--- config.mk ---
export PLATFORM = sky130hd
export DESIGN_NAME = pu_add_cmp_pipe
export DESIGN_NICKNAME = d
export VERILOG_FILES = /design/src/rtl/pu_add_cmp_pipe.sv
export SDC_FILE = /design/constraint.sdc
export NUM_CORES = 1
export LEC_CHECK = 0
export BUFFER_PORTS_ARGS = -buffer_cell sky130_fd_sc_hd__buf_4
export CAP_MARGIN = 20
export CORE_UTILIZATION = 30
export DETAILED_ROUTE_END_ITERATION = 12
export GPL_ROUTABILITY_DRIVEN = 0
export SLEW_MARGIN = 10
export SYNTH_ARGS = -nofsm -noshare
export SYNTH_HDL_FRONTEND = slang
export SYNTH_SLANG_ARGS = --single-unit
--- constraint.sdc ---
create_clock -name i_clk -period 4.34 [get_ports i_clk]
set_input_delay 0.651 -clock i_clk [delete_from_list [all_inputs] [get_ports i_clk]]
set_output_delay 0.651 -clock i_clk [all_outputs]
set_load 0.02 [all_outputs]
--- src/rtl/pu_add_cmp_pipe.sv ---
`timescale 1ns/1ps
// pu_add_cmp_pipe: two-stage pipelined add/sub/compare processing unit.
//   S1 holds an accepted operation with its sampled operands.
//   S2 holds the computed result until writeback accepts it.
// Ports:
//   i_clk, i_rst          clock, synchronous active-high reset
//   i_valid / o_ready     operation handshake from the Control Unit
//   i_opcode, i_rega/b/d  operation, source and destination register numbers
//   i_use_imm, i_imm      when set, operand B is the sign-extended immediate
//   i_cmp_op              compare selector used by ICMP
//   i_unique_ack          an upstream unit already claims the operation
//   o_unique_ack          this unit claims the operation (combinational)
//   o_sela / o_selb       register-file read selects (pass-through)
//   ina / inb             register-file read data
//   write_reg/data/en     register writeback
//   flag_cmp, write_flag  compare-flag writeback
//   o_carry, o_overflow   architectural carry / signed-overflow flags
//   i_wb_ready            writeback accepts the retiring operation
// Optional feature macro: PU_ADD_CMP_SAT_EN adds ADDS (6) / SUBS (7)
// signed saturating add/sub.
module pu_add_cmp_pipe #(
    parameter int unsigned OPTION_REG_WIDTH    = 64,
    parameter int unsigned OPTION_OPCODE_WIDTH = 6,
    parameter int unsigned OPTION_IMM_WIDTH    = 16
) (
    input  logic                           i_clk,
    input  logic                           i_rst,
    input  logic                           i_valid,
    output logic                           o_ready,
    input  logic [OPTION_OPCODE_WIDTH-1:0] i_opcode,
    input  logic [4:0]                     i_rega,
    input  logic [4:0]                     i_regb,
    input  logic [4:0]                     i_regd,
    input  logic                           i_use_imm,
    input  logic [OPTION_IMM_WIDTH-1:0]    i_imm,
    input  logic [3:0]                     i_cmp_op,
    input  logic                           i_unique_ack,
    output logic                           o_unique_ack,
    output logic [4:0]                     o_sela,
    output logic [4:0]                     o_selb,
    input  logic [OPTION_REG_WIDTH-1:0]    ina,
    input  logic [OPTION_REG_WIDTH-1:0]    inb,
    output logic [4:0]                     write_reg,
    output logic [OPTION_REG_WIDTH-1:0]    write_data,
    output logic                           write_en,
    output logic                           flag_cmp,
    output logic                           write_flag,
    output logic                           o_carry,
    output logic                           o_overflow,
    input  logic                           i_wb_ready
);

    localparam int unsigned W  = OPTION_REG_WIDTH;
    localparam int unsigned W1 = W + 1;
    localparam int unsigned OW = OPTION_OPCODE_WIDTH;

    localparam logic [OW-1:0] OP_SUB  = OW'(1);
    localparam logic [OW-1:0] OP_ADD  = OW'(2);
    localparam logic [OW-1:0] OP_ICMP = OW'(3);
    localparam logic [OW-1:0] OP_ADDC = OW'(4);
    localparam logic [OW-1:0] OP_SUBC = OW'(5);
`ifdef PU_ADD_CMP_SAT_EN
    localparam logic [OW-1:0] OP_ADDS = OW'(6);
    localparam logic [OW-1:0] OP_SUBS = OW'(7);
`endif

    localparam logic [3:0] CMP_NEQ = 4'd1;
    localparam logic [3:0] CMP_GTU = 4'd2;
    localparam logic [3:0] CMP_GTS = 4'd3;
    localparam logic [3:0] CMP_GEU = 4'd4;
    localparam logic [3:0] CMP_GES = 4'd5;
    localparam logic [3:0] CMP_LTU = 4'd6;
    localparam logic [3:0] CMP_LTS = 4'd7;
    localparam logic [3:0] CMP_LEU = 4'd8;
    localparam logic [3:0] CMP_LES = 4'd9;
    localparam logic [3:0] CMP_EQ  = 4'd10;

    // Stage 1: accepted operation and sampled operands
    logic          s1_valid_q, s1_valid_d;
    logic [OW-1:0] s1_op_q,    s1_op_d;
    logic [4:0]    s1_regd_q,  s1_regd_d;
    logic [3:0]    s1_cmp_q,   s1_cmp_d;
    logic [W-1:0]  s1_a_q,     s1_a_d;
    logic [W-1:0]  s1_b_q,     s1_b_d;

    // Stage 2: retiring result; valid is wen | wflag
    logic          s2_wen_q,   s2_wen_d;
    logic          s2_wflag_q, s2_wflag_d;
    logic [4:0]    s2_reg_q,   s2_reg_d;
    logic [W-1:0]  s2_data_q,  s2_data_d;
    logic          s2_flag_q,  s2_flag_d;
    logic          carry_q,    carry_d;
    logic          ovf_q,      ovf_d;

    logic          match_c;
    logic          s2_adv_c;
    logic          s1_adv_c;
    logic          accept_c;
    logic [W-1:0]  imm_ext_c;
    logic          b_inv_c;
    logic          cin_c;
    logic [W-1:0]  b_eff_c;
    logic [W-1:0]  sum_c;
    logic          cout_c;
    logic          ovf_c;
    logic          ltu_c;
    logic          lts_c;
    logic          eq_c;
    logic          cmp_c;
    logic [W-1:0]  res_c;

    // Opcode recognition
    always_comb begin
        match_c = 1'b0;
        case (i_opcode)
            OP_SUB, OP_ADD, OP_ICMP, OP_ADDC, OP_SUBC: match_c = 1'b1;
`ifdef PU_ADD_CMP_SAT_EN
            OP_ADDS, OP_SUBS:                          match_c = 1'b1;
`endif
            default:                                   match_c = 1'b0;
        endcase
    end

    assign o_unique_ack = match_c & ~i_unique_ack;
    assign o_sela       = i_rega;
    assign o_selb       = i_regb;

    // Flow control: each stage advances when it is empty or drains
    assign s2_adv_c = ~(s2_wen_q | s2_wflag_q) | i_wb_ready;
    assign s1_adv_c = ~s1_valid_q | s2_adv_c;
    assign o_ready  = s1_adv_c;
    assign accept_c = i_valid & s1_adv_c & o_unique_ack;
    assign imm_ext_c = W'($signed(i_imm));

    // Stage-2 arithmetic: single adder computes A + B' + cin
    always_comb begin
        b_inv_c = 1'b0;
        cin_c   = 1'b0;
        case (s1_op_q)
            OP_SUB, OP_ICMP: begin
                b_inv_c = 1'b1;
                cin_c   = 1'b1;
            end
            OP_ADDC: cin_c = carry_q;
            OP_SUBC: begin
                b_inv_c = 1'b1;
                cin_c   = carry_q;
            end
`ifdef PU_ADD_CMP_SAT_EN
            OP_SUBS: begin
                b_inv_c = 1'b1;
                cin_c   = 1'b1;
            end
`endif
            default: ;
        endcase
        b_eff_c          = b_inv_c ? ~s1_b_q : s1_b_q;
        {cout_c, sum_c}  = W1'(s1_a_q) + W1'(b_eff_c) + W1'(cin_c);
        ovf_c            = (s1_a_q[W-1] == b_eff_c[W-1]) & (s1_a_q[W-1] ^ sum_c[W-1]);
        ltu_c            = ~cout_c;
        lts_c            = sum_c[W-1] ^ ovf_c;
        eq_c             = (s1_a_q == s1_b_q);

        res_c = sum_c;
`ifdef PU_ADD_CMP_SAT_EN
        // Clamp toward the sign of A on signed overflow
        if (((s1_op_q == OP_ADDS) || (s1_op_q == OP_SUBS)) && ovf_c) begin
            res_c = s1_a_q[W-1] ? {1'b1, {(W-1){1'b0}}} : {1'b0, {(W-1){1'b1}}};
        end
`endif

        case (s1_cmp_q)
            CMP_EQ:  cmp_c = eq_c;
            CMP_NEQ: cmp_c = ~eq_c;
            CMP_GTU: cmp_c = ~ltu_c & ~eq_c;
            CMP_GTS: cmp_c = ~lts_c & ~eq_c;
            CMP_GEU: cmp_c = ~ltu_c;
            CMP_GES: cmp_c = ~lts_c;
            CMP_LTU: cmp_c = ltu_c;
            CMP_LTS: cmp_c = lts_c;
            CMP_LEU: cmp_c = ltu_c | eq_c;
            CMP_LES: cmp_c = lts_c | eq_c;
            default: cmp_c = 1'b0;
        endcase
    end

    // Next-state for both pipeline stages and the architectural flags
    always_comb begin
        s1_valid_d = s1_valid_q;
        s1_op_d    = s1_op_q;
        s1_regd_d  = s1_regd_q;
        s1_cmp_d   = s1_cmp_q;
        s1_a_d     = s1_a_q;
        s1_b_d     = s1_b_q;
        s2_wen_d   = s2_wen_q;
        s2_wflag_d = s2_wflag_q;
        s2_reg_d   = s2_reg_q;
        s2_data_d  = s2_data_q;
        s2_flag_d  = s2_flag_q;
        carry_d    = carry_q;
        ovf_d      = ovf_q;

        if (s1_adv_c) begin
            s1_valid_d = accept_c;
            if (accept_c) begin
                s1_op_d   = i_opcode;
                s1_regd_d = i_regd;
                s1_cmp_d  = i_cmp_op;
                s1_a_d    = ina;
                s1_b_d    = i_use_imm ? imm_ext_c : inb;
            end
        end

        if (s2_adv_c) begin
            s2_wen_d   = s1_valid_q & (s1_op_q != OP_ICMP);
            s2_wflag_d = s1_valid_q & (s1_op_q == OP_ICMP);
            if (s1_valid_q) begin
                s2_reg_d  = s1_regd_q;
                s2_data_d = res_c;
                s2_flag_d = cmp_c;
                // ICMP leaves the architectural flags untouched
                if (s1_op_q != OP_ICMP) begin
                    carry_d = cout_c;
                    ovf_d   = ovf_c;
                end
            end
        end
    end

    always_ff @(posedge i_clk) begin
        if (i_rst) begin
            s1_valid_q <= 1'b0;
            s1_op_q    <= '0;
            s1_regd_q  <= '0;
            s1_cmp_q   <= '0;
            s1_a_q     <= '0;
            s1_b_q     <= '0;
            s2_wen_q   <= 1'b0;
            s2_wflag_q <= 1'b0;
            s2_reg_q   <= '0;
            s2_data_q  <= '0;
            s2_flag_q  <= 1'b0;
            carry_q    <= 1'b0;
            ovf_q      <= 1'b0;
        end else begin
            s1_valid_q <= s1_valid_d;
            s1_op_q    <= s1_op_d;
            s1_regd_q  <= s1_regd_d;
            s1_cmp_q   <= s1_cmp_d;
            s1_a_q     <= s1_a_d;
            s1_b_q     <= s1_b_d;
            s2_wen_q   <= s2_wen_d;
            s2_wflag_q <= s2_wflag_d;
            s2_reg_q   <= s2_reg_d;
            s2_data_q  <= s2_data_d;
            s2_flag_q  <= s2_flag_d;
            carry_q    <= carry_d;
            ovf_q      <= ovf_d;
        end
    end

    assign write_en   = s2_wen_q;
    assign write_flag = s2_wflag_q;
    assign write_reg  = s2_reg_q;
    assign write_data = s2_data_q;
    assign flag_cmp   = s2_flag_q;
    assign o_carry    = carry_q;
    assign o_overflow = ovf_q;

endmodule

Word level (Yosys, flattened, before mapping)
Index checks and enable logic that the tools add are counted.
- register bits: 218
- input port bits: 175
- output and inout port bits: 86
- logic and storage cells: 72
- $add $sub $neg: 2
- equality and inequality tests: 22
- mux-type cells: 6
- bitwise gates (word level): 22
- reduce and logical (&&, ||, !) cells: 7
- operators with widths (cell ; number):
    $mux W64 ; 2
    $add A64 B64 Y65 ; 1
    $add A65 B1 Y65 ; 1
    $eq A64 B64 Y1 ; 1
    $not A64 Y64 ; 1
    $eq A6 B3 Y1 const B ; 4
    $eq A6 B2 Y1 const B ; 3
    $eq A4 B3 Y1 const B ; 4
    $eq A4 B4 Y1 const B ; 3
    $eq A6 B1 Y1 const B ; 2
    $pmux W1 S10 ; 1
    $and A1 B1 Y1 ; 8
    $eq A4 B2 Y1 const B ; 2
    $ne A6 B2 Y1 const B ; 1
    $not A1 Y1 ; 6
    $or A1 B1 Y1 ; 5
    $reduce_or A5 Y1 ; 1
    $eq A4 B1 Y1 const B ; 1
    $reduce_and A2 Y1 ; 2
    $reduce_or A2 Y1 ; 2
    $reduce_and A3 Y1 ; 1
    $reduce_or A3 Y1 ; 1
    $mux W1 ; 2
    $pmux W1 S2 ; 1
    other kinds (2) ; 3

Longest topological paths before layout
- word-level depth: 12
- mapped depth: 17
- depth with buffers taken out: 15

Worst setup path before layout
OpenSTA, ideal clock, no wires.
- kind: register -> register
- from: register s1_op_q[2]
- to: register s2_data_q[52] (netlist: write_data[52])
- library setup time: 120 ps
- arrival time: 3977 ps
- setup slack: 243 ps
- stages on the path, launching flop included: 18
- path buffers: 2
- period minus slack after synthesis: 4097 ps
- cell sequence: dfxtp_1 nand2_1 nand3_1 clkbuf_1 buf_1 xnor2_1 fa_1 fa_1 a21o_1 a31oi_1 o22ai_1 a31oi_1 o21ai_1 a21oi_2 nor3_1 nor4_1 nor4_1 a211o_1
- cells in the longest elaborated chain, start to end: 6
- RTL lines (what ; line ; text):
    from (decl) ; 80 ; logic [OW-1:0] s1_op_q, s1_op_d;
    from (signal assigned) ; 247 ; s1_op_q <= s1_op_d;
    $eq A6 B2 Y1 (tied with other cells) ; 139 ; case (s1_op_q)
    $reduce_or A3 Y1 (no line) ; -- ;
    $mux W1 ; 139 ;
    $mux W64 ; 157 ; b_eff_c = b_inv_c ? ~s1_b_q : s1_b_q;
    $add A64 B64 Y65 ; 158 ; {cout_c, sum_c} = W1'(s1_a_q) + W1'(b_eff_c) + W1'(cin_c);
    $add A65 B1 Y65 * ; 158 ;
    to (signal assigned) ; 255 ; s2_data_q <= s2_data_d;
    to (decl) ; 90 ; logic [W-1:0] s2_data_q, s2_data_d;
Every way passes the cells marked *; elsewhere a longest branch is shown, timed or not.
A chain may end at the register's enable or synchronous reset.

Final worst setup path
- from: register s1_op_q[5]
- to: register s2_flag_q (netlist: flag_cmp)
- cells in the longest elaborated chain, start to end: 12
- RTL lines (what ; line ; text):
    $eq A6 B2 Y1 (tied with other cells) ; 139 ;
    $reduce_or A3 Y1 (no line) ; -- ;
    $mux W1 ; 139 ;
    $mux W64 ; 157 ;
    $add A64 B64 Y65 ; 158 ;
    $add A65 B1 Y65 ; 158 ;
    $xor A1 B1 Y1 ; 159 ; ovf_c = (s1_a_q[W-1] == b_eff_c[W-1]) & (s1_a_q[W-1] ^ sum_c[W-1]);
    $and A1 B1 Y1 ; 159 ;
    $xor A1 B1 Y1 ; 161 ; lts_c = sum_c[W-1] ^ ovf_c;
    $not A1 Y1 ; 176, 178 ;
    $and A1 B1 Y1 ; 176 ; CMP_GTS: cmp_c = ~lts_c & ~eq_c;
    $pmux W1 S10 * ; 172 ; case (s1_cmp_q)
    to (signal assigned) ; 256 ; s2_flag_q <= s2_flag_d;
    to (decl) ; 91 ; logic s2_flag_q, s2_flag_d;
Marks and branches as above.

==> flow_metrics.env <==
export IMPL_status="finished, final reports clean"
export IMPL_r2r_cells=16
export IMPL_rrSetupSlack_ns=0.24
export IMPL_startpoint_type="flop"
export IMPL_grt_setup_unrepaired="false"
export IMPL_crit_top_cell="buf_4"
export IMPL_cts_resized=0
export IMPL_synth_warnings=0
export IMPL_fillCellCount=4555
export IMPL_met3_usage=0.0325
export IMPL_core_area_mm2=0.0434
export IMPL_antenna_found_initial=2
export IMPL_fp_dieW_um=212
export IMPL_postRouteAntennaNets=0
export IMPL_whs_ns=0.355
export IMPL_grt_pass1_vias=12312
export IMPL_io_pins=261
export IMPL_multiInputGateArea_mm2=0.00833
export IMPL_grt_max_degree=106
export IMPL_peakVddDrop_v=0.000191
export IMPL_dr_pass1_iters=5
export IMPL_synth_area_per_cell_um2=7.85
export IMPL_die_h_um=212
export IMPL_register_area_mm2=0.00436
export IMPL_ctsHoldBuffers=0
export IMPL_yosysUniqueCellTypes=73
export IMPL_cp_slowest_cell="or3_1"
export IMPL_setup_worst_path_end="flag_cmp"
export IMPL_maxCapViolations=0
export IMPL_grt_pass1_wl_um=70500
export IMPL_cts_tree="built"
export IMPL_die_area_mm2=0.0450
export IMPL_top_usage_layer="met2"
export IMPL_via_count=12862
export IMPL_setup_violations=0
export IMPL_ys_seq_area_frac=0.329
export IMPL_cp_required_ns=4.77
export IMPL_r2r_end="flag_cmp"
export IMPL_netlist_instances=1688
export IMPL_synth_top_flop_cell="dfxtp_1"
export IMPL_placed_cells=2410
export IMPL_initial_utilization=0.306
export IMPL_overflow=0
export IMPL_hpwl_um=35800
export IMPL_crit_path_start="s1_op_q[5]"
export IMPL_finalNetCount=2094
export IMPL_syn_area_mm2=0.0133
export IMPL_synthArstFlopShare=0
export IMPL_postCtsSetupBuffers=0
export IMPL_worstMarginPinSlew_ns=1.04
export IMPL_drt_first_iter_violations=954
export IMPL_io_buffers=240
export IMPL_period_needed_ns=4.10
export IMPL_synth_edf_count=0
export IMPL_fmax_mhz=244
export IMPL_cp_arrival_ns=4.53
export IMPL_synthToLayoutAreaGrowth_pct=23.5
export IMPL_cts_htree_levels=1
export IMPL_cts_buffers=27
export IMPL_use_met2=0.322
export IMPL_drive_above_1_share=0.174
export IMPL_holdCritPathClass="input pin to flop"
export IMPL_cpPeakStageDelay_ns=0.46
export IMPL_cellLeakagePower_uw=0.00685
export IMPL_drc=0
export IMPL_use_met1=0.279
export IMPL_power_density_mw_per_mm2=285
export IMPL_crit_path_cell_trace="nor3_1 > buf_4 > nand3_4 > buf_4 > buf_4 > xnor2_1 > ha_1 > nand4_1 > or3_1 > o221ai_1 > a31oi_1 > o21a_1 > a31o_1 > a221o_1 > o31ai_1 > o211ai_1"
export IMPL_timing_final_crit_share=0.944
export IMPL_clkSinkCount=218
export IMPL_final_cell_count_no_fill=2457
export IMPL_syn_num_nets=1928
export IMPL_cts_root_buffer="clkbuf_16"
export IMPL_hold_viol_final=0
export IMPL_wl_um=46400
export IMPL_endpoint_kind="flop"
export IMPL_clkLatencyLatePin_ns=0.55
export IMPL_worstSetupPathType="flop to flop"
export IMPL_fin_skew_ns=0.0226
export IMPL_grt_util_all_layers=0.202
export IMPL_fin_area_mm2=0.0164
export IMPL_rr_startpoint="s1_op_q[5]"
export IMPL_clkTransAtPathRegs_ns=0.07
export IMPL_placementRows=76
export IMPL_tns_ns=0
export IMPL_ys_ff_latch=218
export IMPL_clock_tree_buffer_depth=3
export IMPL_worst_path_max_fanout=29
export IMPL_place_area_mm2=0.0155
export IMPL_relSlewSlack=0.306
export IMPL_slew_viol_final=0
export IMPL_wl_per_cell_um=18.9
export IMPL_worstHoldPathCells=3
export IMPL_finalPower_uw=4660
export IMPL_vias_per_cell=5.23
==> per-stage QoR <==
step                setup WS, ns  utilization
floorplan                  0.243            -
global placement           0.347        0.358
detailed placement         0.267        0.358
CTS                        0.261        0.377
global route             0.00755        0.377
finish                     0.242        0.378
==> layout by cell type, fill, tap and decap left out, types with 5 or more instances in the layout <==
cell	n
a21oi_1	200
inv_1	17
clkbuf_1	5
and3_1	9
or3_1	6
xor2_1	90
a211o_1	7
a31oi_1	11
a21o_1	36
clkbuf_16	27
nor3_1	15
buf_4	255
o21ai_0	37
nand3_1	16
buf_12	5
a311oi_1	51
a211oi_1	23
o21bai_1	15
o211ai_1	5
nor3b_1	8
mux2i_1	16
nor2_1	115
ha_1	63
nand2_1	320
o21a_1	16
nand2b_1	53
xnor2_1	94
dfxtp_1	218
nor4_1	21
o31ai_1	5
nand4_1	21
==> worst max-delay path: cells and delay by family (launching register included) <==
kind	cells	cell delay (ns)
buffers and inverters	3	0.74
AOI/OAI and AO/OA	7	1.51
xor gates and xnor gates	1	0.15
adders and majority gates	1	0.37
DFF	1	0.31
and+or+nand+nor	4	0.91
==> cell families after synthesis <==
logic type	synth area share
AND/OR/NAND/NOR	0.205
AO/OA/AOI/OAI	0.225
flip-flops	0.329
XOR/XNOR	0.122
buffers and inverters	0.0448
adder cells (fa/ha/maj)	0.0625
multiplexers	0.0121
==> cell type report <==
class | instances | share of cell area
Inverter | 17 | 0.00390
Tap cell | 585 | 0.0447
Clock buffer | 35 | 0.0449
Multi-Input combinational cell | 1329 | 0.509
Sequential cell | 218 | 0.267
Timing Repair Buffer | 261 | 0.124
Clock inverter | 11 | 0.00734
Antenna cell | 1 | 0.000153
==> where the power goes <==
| part | switching, µW | total, µW | leakage (µW) | internal (µW) |
|---|---|---|---|---|
| Sequential | 23.4 | 2040 | 0.00176 | 2020 |
| Combinational | 213 | 400 | 0.00468 | 187 |
| Clock | 910 | 2220 | 0.000413 | 1310 |
==> worst min-delay path by stage <==
stage                    from             end
2_1_floorplan    s1_regd_q[0]    write_reg[0]
3_3_place_gp     s1_regd_q[2]    write_reg[2]
3_5_place_dp   write_data[53]  write_data[53]
4_1_cts               ina[25]      s1_a_q[25]
5_1_grt               ina[25]      s1_a_q[25]
6_report              ina[25]      s1_a_q[25]
==> per-layer routing <==
metal,vias to the layer above,wire [µm]
met5,-,16
met4,2,1260
met3,74,3340
met2,517,20800
met1,6022,20900
li1,6247,-
==> cells in the mapped netlist, drive strengths merged (4+ instances only) <==
cell,instances,area (µm²)
buf,31,180
a211oi,24,185
and3,9,56.3
a311oi,51,447
o31ai,8,75.1
a211o,7,61.3
nand3,18,90.1
dfxtp,218,4360
nand2,322,1210
a21oi,203,1020
nor3b,8,60.1
mux2i,16,160
nor2,115,432
or3,6,37.5
a21o,36,270
o211ai,5,37.5
xor2,90,788
ha,63,788
nor4,23,156
nand4,22,153
o21bai,15,113
clkbuf,93,350
o21a,16,120
a22o,4,35.0
a31oi,12,90.1
nand2b,53,332
xnor2,94,823
o21ai,43,223
nor3,15,75.1
inv,17,63.8
Power figures use the tool's default switching activity.
